[config.mk]
export PLATFORM = sky130hd
export DESIGN_NAME = mem_stage_flat
export DESIGN_NICKNAME = d
export VERILOG_FILES = /design/src/rtl/mem_stage_if.sv /design/src/rtl/mem_stage.sv /design/src/flat_wrapper.sv
export SDC_FILE = /design/constraint.sdc
export NUM_CORES = 1
export LEC_CHECK = 0
export BUFFER_PORTS_ARGS = -buffer_cell sky130_fd_sc_hd__buf_4
export CORE_ASPECT_RATIO = 0.9
export CORE_UTILIZATION = 53
export DETAILED_ROUTE_END_ITERATION = 12
export PLACE_DENSITY = 0.83
export SLEW_MARGIN = 25
export SYNTH_ARGS = -nofsm -noshare
export SYNTH_HDL_FRONTEND = slang
export SYNTH_SLANG_ARGS = --single-unit
[constraint.sdc]
create_clock -name clk -period 4.3 [get_ports clk]
set_input_delay 0 -clock clk [delete_from_list [all_inputs] [get_ports clk]]
set_output_delay 0 -clock clk [all_outputs]
set_load 0.01 [all_outputs]
[src/rtl/mem_stage_if.sv]
// Data-bus interface between the MEM stage (master) and the memory system (slave).
interface mem_stage_if;
    logic        bus_req;
    logic        bus_we;
    logic [31:0] bus_addr;
    logic [3:0]  bus_sel;
    logic [31:0] bus_wdata;
    logic        bus_ack;
    logic [31:0] bus_rdata;

    modport master (
        output bus_req, bus_we, bus_addr, bus_sel, bus_wdata,
        input  bus_ack, bus_rdata
    );

    modport slave (
        input  bus_req, bus_we, bus_addr, bus_sel, bus_wdata,
        output bus_ack, bus_rdata
    );
endinterface

[src/rtl/mem_stage.sv]
// MEM pipeline stage: big-endian load/store/LL/SC over a req/ack data bus.
// A bus access freezes the pipeline (stallreq) until ack or timeout; the
// completed result is presented in DONE for one unstalled cycle.
module mem_stage #(
    parameter int unsigned TIMEOUT = 16
) (
    input  logic        clk,
    input  logic        rst_n,          // active-high synchronous reset
    input  logic        valid_i,
    input  logic [3:0]  mem_op_i,
    input  logic [31:0] addr_i,
    input  logic [31:0] store_data_i,
    input  logic [31:0] result_i,
    input  logic        en_wb_i,
    input  logic [4:0]  desReg_addr_i,
    input  logic        LLbit_i,
    input  logic        stall_i,
    mem_stage_if.master bus,
    output logic [31:0] result,
    output logic        en_wb,
    output logic [4:0]  desReg_addr,
    output logic        mem_LLbit_en,
    output logic        mem_LLbit_data,
    output logic        stallreq,
    output logic        misalign,
    output logic        bus_err
);

    localparam logic [3:0] OP_LB  = 4'd1;
    localparam logic [3:0] OP_LBU = 4'd2;
    localparam logic [3:0] OP_LH  = 4'd3;
    localparam logic [3:0] OP_LHU = 4'd4;
    localparam logic [3:0] OP_LW  = 4'd5;
    localparam logic [3:0] OP_SB  = 4'd6;
    localparam logic [3:0] OP_SH  = 4'd7;
    localparam logic [3:0] OP_SW  = 4'd8;
    localparam logic [3:0] OP_LL  = 4'd9;
    localparam logic [3:0] OP_SC  = 4'd10;

    localparam logic [7:0] CNT_LAST = 8'(TIMEOUT - 1);

    typedef enum logic [1:0] {IDLE, ACCESS, DONE} state_t;

    state_t      state_q, state_d;
    logic [7:0]  count_q, count_d;
    logic        req_q, req_d;
    logic        we_q, we_d;
    logic [31:0] addr_q, addr_d;
    logic [3:0]  sel_q, sel_d;
    logic [31:0] wdata_q, wdata_d;
    logic [3:0]  op_q, op_d;
    logic [1:0]  off_q, off_d;
    logic [4:0]  dest_q, dest_d;
    logic        en_lat_q, en_lat_d;
    logic [31:0] rdata_q, rdata_d;
    logic        ok_q, ok_d;
    logic        bus_err_q, bus_err_d;

    logic        is_byte, is_half, is_word, is_rd, is_wr, is_sc;
    logic        misalign_c, start_c;
    logic [3:0]  sel_c;
    logic [31:0] wdata_c;
    logic [7:0]  lane_b;
    logic [15:0] lane_h;
    logic [31:0] done_result;

    // Decode the incoming op: access size, direction, alignment, lanes.
    always_comb begin
        is_byte = 1'b0;
        is_half = 1'b0;
        is_word = 1'b0;
        is_rd   = 1'b0;
        is_wr   = 1'b0;
        is_sc   = 1'b0;
        case (mem_op_i)
            OP_LB, OP_LBU: begin is_byte = 1'b1; is_rd = 1'b1; end
            OP_LH, OP_LHU: begin is_half = 1'b1; is_rd = 1'b1; end
            OP_LW, OP_LL:  begin is_word = 1'b1; is_rd = 1'b1; end
            OP_SB:         begin is_byte = 1'b1; is_wr = 1'b1; end
            OP_SH:         begin is_half = 1'b1; is_wr = 1'b1; end
            OP_SW:         begin is_word = 1'b1; is_wr = 1'b1; end
            OP_SC:         begin is_word = 1'b1; is_sc = 1'b1; end
            default: ;
        endcase
        misalign_c = valid_i && ((is_half && addr_i[0]) ||
                                 (is_word && (addr_i[1:0] != 2'b00)));
        // An SC whose reservation is already lost never touches the bus.
        start_c = valid_i && !misalign_c && (is_rd || is_wr || (is_sc && LLbit_i));
        // Big-endian lanes: byte 0 of the word lives in bits [31:24].
        if (is_byte)
            sel_c = 4'b1000 >> addr_i[1:0];
        else if (is_half)
            sel_c = addr_i[1] ? 4'b0011 : 4'b1100;
        else
            sel_c = 4'b1111;
        if (is_wr || is_sc) begin
            if (is_byte)
                wdata_c = {4{store_data_i[7:0]}};
            else if (is_half)
                wdata_c = {2{store_data_i[15:0]}};
            else
                wdata_c = store_data_i;
        end else begin
            wdata_c = 32'h0;
        end
    end

    // Access FSM next state and latched transaction fields.
    always_comb begin
        state_d   = state_q;
        count_d   = count_q;
        req_d     = req_q;
        we_d      = we_q;
        addr_d    = addr_q;
        sel_d     = sel_q;
        wdata_d   = wdata_q;
        op_d      = op_q;
        off_d     = off_q;
        dest_d    = dest_q;
        en_lat_d  = en_lat_q;
        rdata_d   = rdata_q;
        ok_d      = ok_q;
        bus_err_d = 1'b0;
        case (state_q)
            IDLE: begin
                if (start_c) begin
                    state_d  = ACCESS;
                    count_d  = 8'd0;
                    req_d    = 1'b1;
                    we_d     = is_wr || is_sc;
                    addr_d   = {addr_i[31:2], 2'b00};
                    sel_d    = sel_c;
                    wdata_d  = wdata_c;
                    op_d     = mem_op_i;
                    off_d    = addr_i[1:0];
                    dest_d   = desReg_addr_i;
                    en_lat_d = en_wb_i;
                    ok_d     = 1'b0;
                end
            end
            ACCESS: begin
                // Ack wins over timeout when both land on the same cycle.
                if (bus.bus_ack) begin
                    rdata_d = bus.bus_rdata;
                    ok_d    = 1'b1;
                    req_d   = 1'b0;
                    we_d    = 1'b0;
                    state_d = DONE;
                end else if (count_q == CNT_LAST) begin
                    bus_err_d = 1'b1;
                    ok_d      = 1'b0;
                    req_d     = 1'b0;
                    we_d      = 1'b0;
                    state_d   = DONE;
                end else begin
                    count_d = count_q + 8'd1;
                end
            end
            DONE: begin
                if (!stall_i)
                    state_d = IDLE;
            end
            default: state_d = IDLE;
        endcase
    end

    // State and bus register update; reset clears everything, even mid-access.
    always_ff @(posedge clk) begin
        if (rst_n) begin
            state_q   <= IDLE;
            count_q   <= 8'd0;
            req_q     <= 1'b0;
            we_q      <= 1'b0;
            addr_q    <= 32'h0;
            sel_q     <= 4'h0;
            wdata_q   <= 32'h0;
            op_q      <= 4'h0;
            off_q     <= 2'b00;
            dest_q    <= 5'd0;
            en_lat_q  <= 1'b0;
            rdata_q   <= 32'h0;
            ok_q      <= 1'b0;
            bus_err_q <= 1'b0;
        end else begin
            state_q   <= state_d;
            count_q   <= count_d;
            req_q     <= req_d;
            we_q      <= we_d;
            addr_q    <= addr_d;
            sel_q     <= sel_d;
            wdata_q   <= wdata_d;
            op_q      <= op_d;
            off_q     <= off_d;
            dest_q    <= dest_d;
            en_lat_q  <= en_lat_d;
            rdata_q   <= rdata_d;
            ok_q      <= ok_d;
            bus_err_q <= bus_err_d;
        end
    end

    // Extract and extend the loaded lane for the completed instruction.
    always_comb begin
        case (off_q)
            2'd0:    lane_b = rdata_q[31:24];
            2'd1:    lane_b = rdata_q[23:16];
            2'd2:    lane_b = rdata_q[15:8];
            default: lane_b = rdata_q[7:0];
        endcase
        lane_h = off_q[1] ? rdata_q[15:0] : rdata_q[31:16];
        case (op_q)
            OP_LB:        done_result = {{24{lane_b[7]}}, lane_b};
            OP_LBU:       done_result = {24'h0, lane_b};
            OP_LH:        done_result = {{16{lane_h[15]}}, lane_h};
            OP_LHU:       done_result = {16'h0, lane_h};
            OP_LW, OP_LL: done_result = rdata_q;
            OP_SC:        done_result = 32'd1;
            default:      done_result = 32'h0;
        endcase
        if (!ok_q)
            done_result = 32'h0;
    end

    // Stage outputs toward MEM/WB and the hazard unit.
    always_comb begin
        stallreq       = 1'b0;
        misalign       = 1'b0;
        result         = 32'h0;
        en_wb          = 1'b0;
        desReg_addr    = 5'd0;
        mem_LLbit_en   = 1'b0;
        mem_LLbit_data = 1'b0;
        if (!rst_n) begin
            case (state_q)
                IDLE: begin
                    misalign    = misalign_c;
                    result      = result_i;
                    desReg_addr = desReg_addr_i;
                    en_wb       = valid_i && en_wb_i;
                    if (misalign_c) begin
                        en_wb = 1'b0;
                    end else if (start_c) begin
                        stallreq = 1'b1;
                        en_wb    = 1'b0;
                    end else if (valid_i && is_sc) begin
                        // Failed SC: resolves here with no bus traffic.
                        result = 32'h0;
                    end
                end
                ACCESS: begin
                    stallreq    = 1'b1;
                    desReg_addr = dest_q;
                end
                DONE: begin
                    result         = done_result;
                    desReg_addr    = dest_q;
                    en_wb          = ok_q && en_lat_q &&
                                     !(op_q == OP_SB || op_q == OP_SH || op_q == OP_SW);
                    mem_LLbit_en   = ok_q && (op_q == OP_LL || op_q == OP_SC);
                    mem_LLbit_data = ok_q && (op_q == OP_LL);
                end
                default: ;
            endcase
        end
    end

    assign bus.bus_req   = req_q;
    assign bus.bus_we    = we_q;
    assign bus.bus_addr  = addr_q;
    assign bus.bus_sel   = sel_q;
    assign bus.bus_wdata = wdata_q;
    assign bus_err       = bus_err_q;

endmodule

[src/flat_wrapper.sv]
// flat-port wrapper written by rule: the top's interface ports become plain ports
module mem_stage_flat 
#(
    parameter int unsigned TIMEOUT = 16
)
  (clk, rst_n, valid_i, mem_op_i, addr_i, store_data_i, result_i, en_wb_i, desReg_addr_i, LLbit_i, stall_i, result, en_wb, desReg_addr, mem_LLbit_en, mem_LLbit_data, stallreq, misalign, bus_err, bus_bus_req, bus_bus_we, bus_bus_addr, bus_bus_sel, bus_bus_wdata, bus_bus_ack, bus_bus_rdata);
  mem_stage_if bus_i ();
  input  logic clk;
  input  logic rst_n;
  input  logic valid_i;
  input  logic [3:0] mem_op_i;
  input  logic [31:0] addr_i;
  input  logic [31:0] store_data_i;
  input  logic [31:0] result_i;
  input  logic en_wb_i;
  input  logic [4:0] desReg_addr_i;
  input  logic LLbit_i;
  input  logic stall_i;
  output logic [31:0] result;
  output logic en_wb;
  output logic [4:0] desReg_addr;
  output logic mem_LLbit_en;
  output logic mem_LLbit_data;
  output logic stallreq;
  output logic misalign;
  output logic bus_err;
  output wire logic [$bits(bus_i.bus_req)-1:0] bus_bus_req;
  output wire logic [$bits(bus_i.bus_we)-1:0] bus_bus_we;
  output wire logic [$bits(bus_i.bus_addr)-1:0] bus_bus_addr;
  output wire logic [$bits(bus_i.bus_sel)-1:0] bus_bus_sel;
  output wire logic [$bits(bus_i.bus_wdata)-1:0] bus_bus_wdata;
  input wire logic [$bits(bus_i.bus_ack)-1:0] bus_bus_ack;
  input wire logic [$bits(bus_i.bus_rdata)-1:0] bus_bus_rdata;
  assign bus_bus_req = bus_i.bus_req;
  assign bus_bus_we = bus_i.bus_we;
  assign bus_bus_addr = bus_i.bus_addr;
  assign bus_bus_sel = bus_i.bus_sel;
  assign bus_bus_wdata = bus_i.bus_wdata;
  assign bus_i.bus_ack = bus_bus_ack;
  assign bus_i.bus_rdata = bus_bus_rdata;
  mem_stage #(.TIMEOUT(TIMEOUT)) u_core (.clk(clk), .rst_n(rst_n), .valid_i(valid_i), .mem_op_i(mem_op_i), .addr_i(addr_i), .store_data_i(store_data_i), .result_i(result_i), .en_wb_i(en_wb_i), .desReg_addr_i(desReg_addr_i), .LLbit_i(LLbit_i), .stall_i(stall_i), .bus(bus_i), .result(result), .en_wb(en_wb), .desReg_addr(desReg_addr), .mem_LLbit_en(mem_LLbit_en), .mem_LLbit_data(mem_LLbit_data), .stallreq(stallreq), .misalign(misalign), .bus_err(bus_err));
endmodule
==> Yosys cells after proc, flatten, opt, wreduce, memory -nomap -nowiden <==
Cells that the tools add are included.
{ "op_classes": {"addsub": 1, "n_eq_ne": 30, "n_shift": 1, "n_mux": 56, "n_bitwise": 1, "n_reduce_logical": 38} }
{ "ops": {"columns": ["cell", "count"], "rows": [
  ["$mux 32", 8],
  ["$pmux 32 s6", 1],
  ["$pmux 32 s2", 1],
  ["$eq 4x3->1 const B", 8],
  ["$mux 1", 25],
  ["$eq 4x4->1 const B", 6],
  ["$mux 8", 3],
  ["$pmux 8 s3", 1],
  ["$eq 4x2->1 const B", 4],
  ["$mux 16", 1],
  ["$pmux 8 s2", 1],
  ["$logic_and 1x1->1", 12],
  ["$mux 4", 3],
  ["$reduce_or 3->1", 4],
  ["$pmux 1 s2", 5],
  ["$pmux 5 s2", 1],
  ["$add 8x1->8 const B", 1],
  ["$eq 4x1->1 const B", 2],
  ["$eq 8x4->1 const B", 1],
  ["$mux 2", 4],
  ["$logic_or 1x1->1", 7],
  ["$ne 2x2->1 const B", 3],
  ["$pmux 2 s3", 1],
  ["$reduce_and 3->1", 2],
  ["15 further kinds", 22]
]} }
{ "word_totals": {"regBits": 124, "word_cells": 141} }

==> Depth between registers and ports, before layout <==
{ "depth": {"depth_word": 13, "mapped_depth": 9, "ltp_nobuf": 7} }

==> Least setup slack after synthesis <==
No wires, ideal clock.
{ "synth_timing": {"path_type": "register to register", "from": "register u_core.count_q[0]", "to": "register u_core.count_q[2]", "arrival_ps": 1717, "t_required_ps": 4226, "path_slack_ps": 2508, "path_stages_with_launch": 7, "n_path_buf": 0, "period_less_slack_ps": 1792, "path_cell_list": "dfxtp_1 -> ha_1 -> and4b_1 -> a21oi_1 -> a21oi_1 -> or4_1 -> a31oi_1"} }
{ "synth_via": {"elab_chain_cells": 4, "word_cells_on_any_way": 7, "classes_between": "1 x add/sub; 2 x eq/ne; 3 x mux; 1 x reduce/logical"} }
{ "synth_lines": {"columns": ["element", "line_no", "text"], "rows": [
  ["start, declared", "mem_stage.sv:45", "logic [7:0] count_q, count_d;"],
  ["start signal, assigned", "mem_stage.sv:186", "count_q <= count_d;"],
  ["$add 8x1->8", "mem_stage.sv:156", "count_d = count_q + 8'd1;"],
  ["$mux 8", "mem_stage.sv:149", "end else if (count_q == CNT_LAST) begin"],
  ["$mux 8", "mem_stage.sv:143", "if (bus.bus_ack) begin"],
  ["$pmux 8 s2", "mem_stage.sv:124", "case (state_q)"]
]} }
Parallel ways exist; a longest one is shown, timed or not. The select of a mux whose other input is x is not followed.
A chain may end at the register's enable or synchronous reset.

==> Worst setup path in the final report <==
{ "layout_timing": {"from": "register u_core.state_q[0]", "to": "output stallreq"} }
{ "layout_via": {"elab_chain_cells": 3, "word_cells_on_any_way": 4, "classes_between": "1 x eq/ne; 2 x mux; 1 x reduce/logical"} }
{ "layout_lines": {"columns": ["element", "line_no", "text"], "rows": [
  ["start, declared", "mem_stage.sv:44", "state_t state_q, state_d;"],
  ["start signal, assigned", "mem_stage.sv:185", "state_q <= state_d;"],
  ["$eq 2x1->1 / $logic_not 2->1 (equally long branches)", "mem_stage.sv:234", "case (state_q)"],
  ["$pmux 1 s2 (*)", "mem_stage.sv:234", null],
  ["$mux 1 (*)", "mem_stage.sv:233", "if (!rst_n) begin"],
  ["end, declared", "flat_wrapper.sv:24", "output logic stallreq;"]
]} }
Mark *: on every way between the ends. The rest lies on a longest branch, timed or not.

==> results.ini <==
[yosys]
synthesis.area_per_instance_um2 = 7.86
synth_enable_flop_cells = 0
post_synth_inst_count = 828
synthesis.area_um2 = 6510
synthesis.yosys.warnings = 0
synth-seq-cells = 124
top_area_cells_in_the_synthesized_netlist = sky130_fd_sc_hd__dfxtp_1, sky130_fd_sc_hd__nand2_1, sky130_fd_sc_hd__a21oi_1, sky130_fd_sc_hd__nand3_1, sky130_fd_sc_hd__mux4_2
synth_cell_types = 61
yosys.area.top_type = sky130_fd_sc_hd__dfxtp_1
synth.yosys.seq_area_share_pct = 38.1
synth_flop_cell = sky130_fd_sc_hd__dfxtp_1
postSynth.asyncResetShare_pct = 0
fraction_of_post_synthesis_cell_area_in_the_top_cell_type_by_area_pct = 38.1

[drt]
wire_per_inst_um = 17.9
finalWirelength_um = 23400
drc = 0
detailedRoute.firstPassIterationCount = 6
detail-route-antenna-nets = 0
detailedRoute.firstIterationViolations = 785
routed-via-count = 7665
drt-vias-per-instance = 5.89

[timing]
max_slew_margin_pct = 33.9
hold_viol_final = 0
layout_min_cycle_time_ns = 3.22
setup_total_negative_slack_ns = 0
finalMaxSlewViolations = 0
final.period_utilization_pct = 74.9
final.setup.worst_slack_ns = 1.08
timing.final.setup_violations = 0
rsz0062_at_grt = no
fmaxAchievable_mhz = 311
post_route_clock_skew_ns = 0.00928
timing_worst_slew_pin_value_ns = 0.986

[worst_setup_path]
crit_type = flip-flop to output pin
crit_end = stallreq
cp-startpoint = u_core.state_q[0]
critPathTopFamily = simple AND/OR/NAND/NOR gates
r2r_slack_ns = 1.38
critPathCaptureType = output pin
cp.required_ns = 4.30
worst-r2r-cell-count = 7
critical_path.reg2reg.endpoint = u_core.bus.bus_sel[2]
critical_path_cell_count = 7
worst_path_max_delay_cell = sky130_fd_sc_hd__or3_2
max_stage_delay_ns = 0.82
buffering_stage_count_on_the_worst_path_with_inverters_included = 3
worst_path_fanout_max = 40
crit_chain = inv_1 > ha_1 > o211ai_1 > or3_2 > buf_4 > a21oi_1 > buf_4
arrival_ns = 3.22
launching_point_of_the_worst_reg2reg_path = u_core.state_q[0]
worst_path_most_repeated_cell = sky130_fd_sc_hd__buf_4
critical_path.startpoint_type = flip-flop

[placed_design]
dpl-instance-area_um2 = 8370
dp_cells = 1180
hpwl_um = 14400
place.gp.congestion = 0.945
worst_setup_slack_post_dpl_ns = 1.46
count_of_input_and_output_buffers = 254

[clock_tree]
cts_post_setup_buffers_inserted = 0
cts.repair.resized = 0
cts_inserted_buffers = 17
cts.htree.levels = 4
root_buffer = sky130_fd_sc_hd__clkbuf_16
cts_max_path_buffers = 2
cts_sinks = 124
worst_skew_pair.late_latency_ns = 0.42
cts_tree = done
clkSlewWorstSetupHoldPaths_ns = 0.06

[grt]
first_pass_grt_wire_length_um = 36500
largest_net_degree_at_the_start_of_global_routing = 69
grt_usage_pct = 36.4
overflow = 0
via_count_of_the_first_global_routing_pass = 7200
grt_antenna_before_repair = 1

[cells_and_area]
final_design_area_no_fill_um2 = 9870
finalNonFillerCells = 1302
final_cell_mix = sky130_fd_sc_hd__buf_4, sky130_fd_sc_hd__nand2_1, sky130_fd_sc_hd__a21oi_1
synthToLayoutAreaGrowth_pct = 51.6
layout.cells.most_common = sky130_fd_sc_hd__buf_4
final_layout_size_suffix_gt1_share_pct = 28.6
layout.nets = 1278
multiInputGateArea_um2 = 3680
nFillCells = 740
layout.area.seq_um2 = 2480

[die]
placement_rows = 38
core_region_area_um2 = 12000
chipWidth_um = 119
design.die.area_um2 = 12700
io_pins = 257
initial_utilization_pct = 54.1
floorplan.die.height_um = 107

[flow_run]
max_cap_violations = 0

[power]
ir_drop_mv = 0.370
sw_frac_of_total_pct = 33.8
power_leakage_nw = 3.90
cellInternalPower_mw = 2.65
power_frac_comb_pct = 30.1
seq_power_share_pct = 34.2
power_per_cell_area_nw_per_um2 = 405
report.power.total_mw = 4.00
clkPwrFrac_pct = 35.7
switching_power_summed_over_all_nets_mw = 1.35

[hold_path]
hold_class = input port to flip-flop

[run_status]
run_status = finished, final reports clean

[routing by layer]
metal / GRT usage (%) / wire, um
met1: 46.9 / 9360
met2: 58.6 / 10900
met3: 9.47 / 2380
met4: 13.6 / 693
met5: 0 / 0
[state kept, by name, summed over array words and instances (netlist names)]
register              cells
u_core.off_q              2
u_core.ok_q               1
u_core.bus.bus_we         1
u_core.bus.bus_addr      30
u_core.bus_err            1
u_core.bus.bus_req        1
u_core.dest_q             5
u_core.bus.bus_wdata     32
u_core.count_q            8
u_core.bus.bus_sel        4
u_core.en_lat_q           1
u_core.op_q               4
u_core.rdata_q           32
u_core.state_q            2
[repair_timing]
item | 4_1_cts | 5_1_grt
endpoints found under the setup margin | 0 | 0
endpoints found under the hold margin | 92 | 0
hold buffers | 90 | 0
[synth_stat cells, drive strengths merged (16+ instances only)]
| master | count |
|---|---|
| nand3 | 45 |
| a21oi | 143 |
| mux2 | 25 |
| nand2 | 195 |
| clkbuf | 37 |
| o21ai | 24 |
| nor3 | 16 |
| nor2 | 21 |
| o2bb2ai | 18 |
| dfxtp | 124 |
| buf | 35 |
[tightest hold or removal path: stages]
cell and delay [ns]:
sky130_fd_sc_hd__buf_4 0.08, sky130_fd_sc_hd__mux2_1 0.11, sky130_fd_sc_hd__nand3_1 0.07, sky130_fd_sc_hd__a21oi_1 0.13
[power groups by stage]
stage | Combinational, mW | Clock (mW) | Sequential (mW)
finish | 1.20 | 1.43 | 1.37
global route | 1.29 | 1.49 | 1.38
global placement | 1.08 | 0 | 1.38
CTS | 1.17 | 1.44 | 1.36
detailed placement | 1.09 | 0 | 1.38
floorplan | 0.676 | 0 | 1.36
[final cells by class]
| type | instances | area share, % |
|---|---|---|
| clock inverter | 14 | 1.65 |
| multi-input combinational | 623 | 37.3 |
| antenna | 1 | 0.0254 |
| tap | 160 | 2.03 |
| sequential | 124 | 25.2 |
| clock buffer | 17 | 4.31 |
| timing repair buffer | 353 | 29.1 |
| inverter | 10 | 0.380 |
[kinds of logic after synthesis]
kind of cell,Yosys count,share of synthesized area (%)
flip-flops,124,38.1
multiplexers,47,9.24
AND/OR/NAND/NOR,320,22.0
XOR/XNOR,3,0.404
adder cells (fa/ha/maj),5,0.961
other,1,0.0576
buffers and inverters,82,5.73
AO/OA/AOI/OAI,246,23.5
[metrics by stage]
stage	hold WS (ns)	util, %
floorplan	0.136	-
global placement	0.246	69.5
detailed placement	0.256	69.6
CTS	0.00649	82.0
global route	0.0332	82.0
finish	0.0144	82.0
[worst min-delay path by stage]
stage | from | to | slack, ns | depth (start not counted)
after floorplan | valid_i | misalign | 0.14 | 2
final | store_data_i[10] | u_core.bus.bus_wdata[10] | 0.01 | 4
after CTS | store_data_i[8] | u_core.bus.bus_wdata[24] | 0.006 | 4
after global routing | store_data_i[10] | u_core.bus.bus_wdata[10] | 0.03 | 4
after detailed placement | addr_i[23] | u_core.bus.bus_addr[23] | 0.26 | 3
after global placement | addr_i[25] | u_core.bus.bus_addr[25] | 0.25 | 3
No activity file was read; power rests on OpenSTA's default activity.
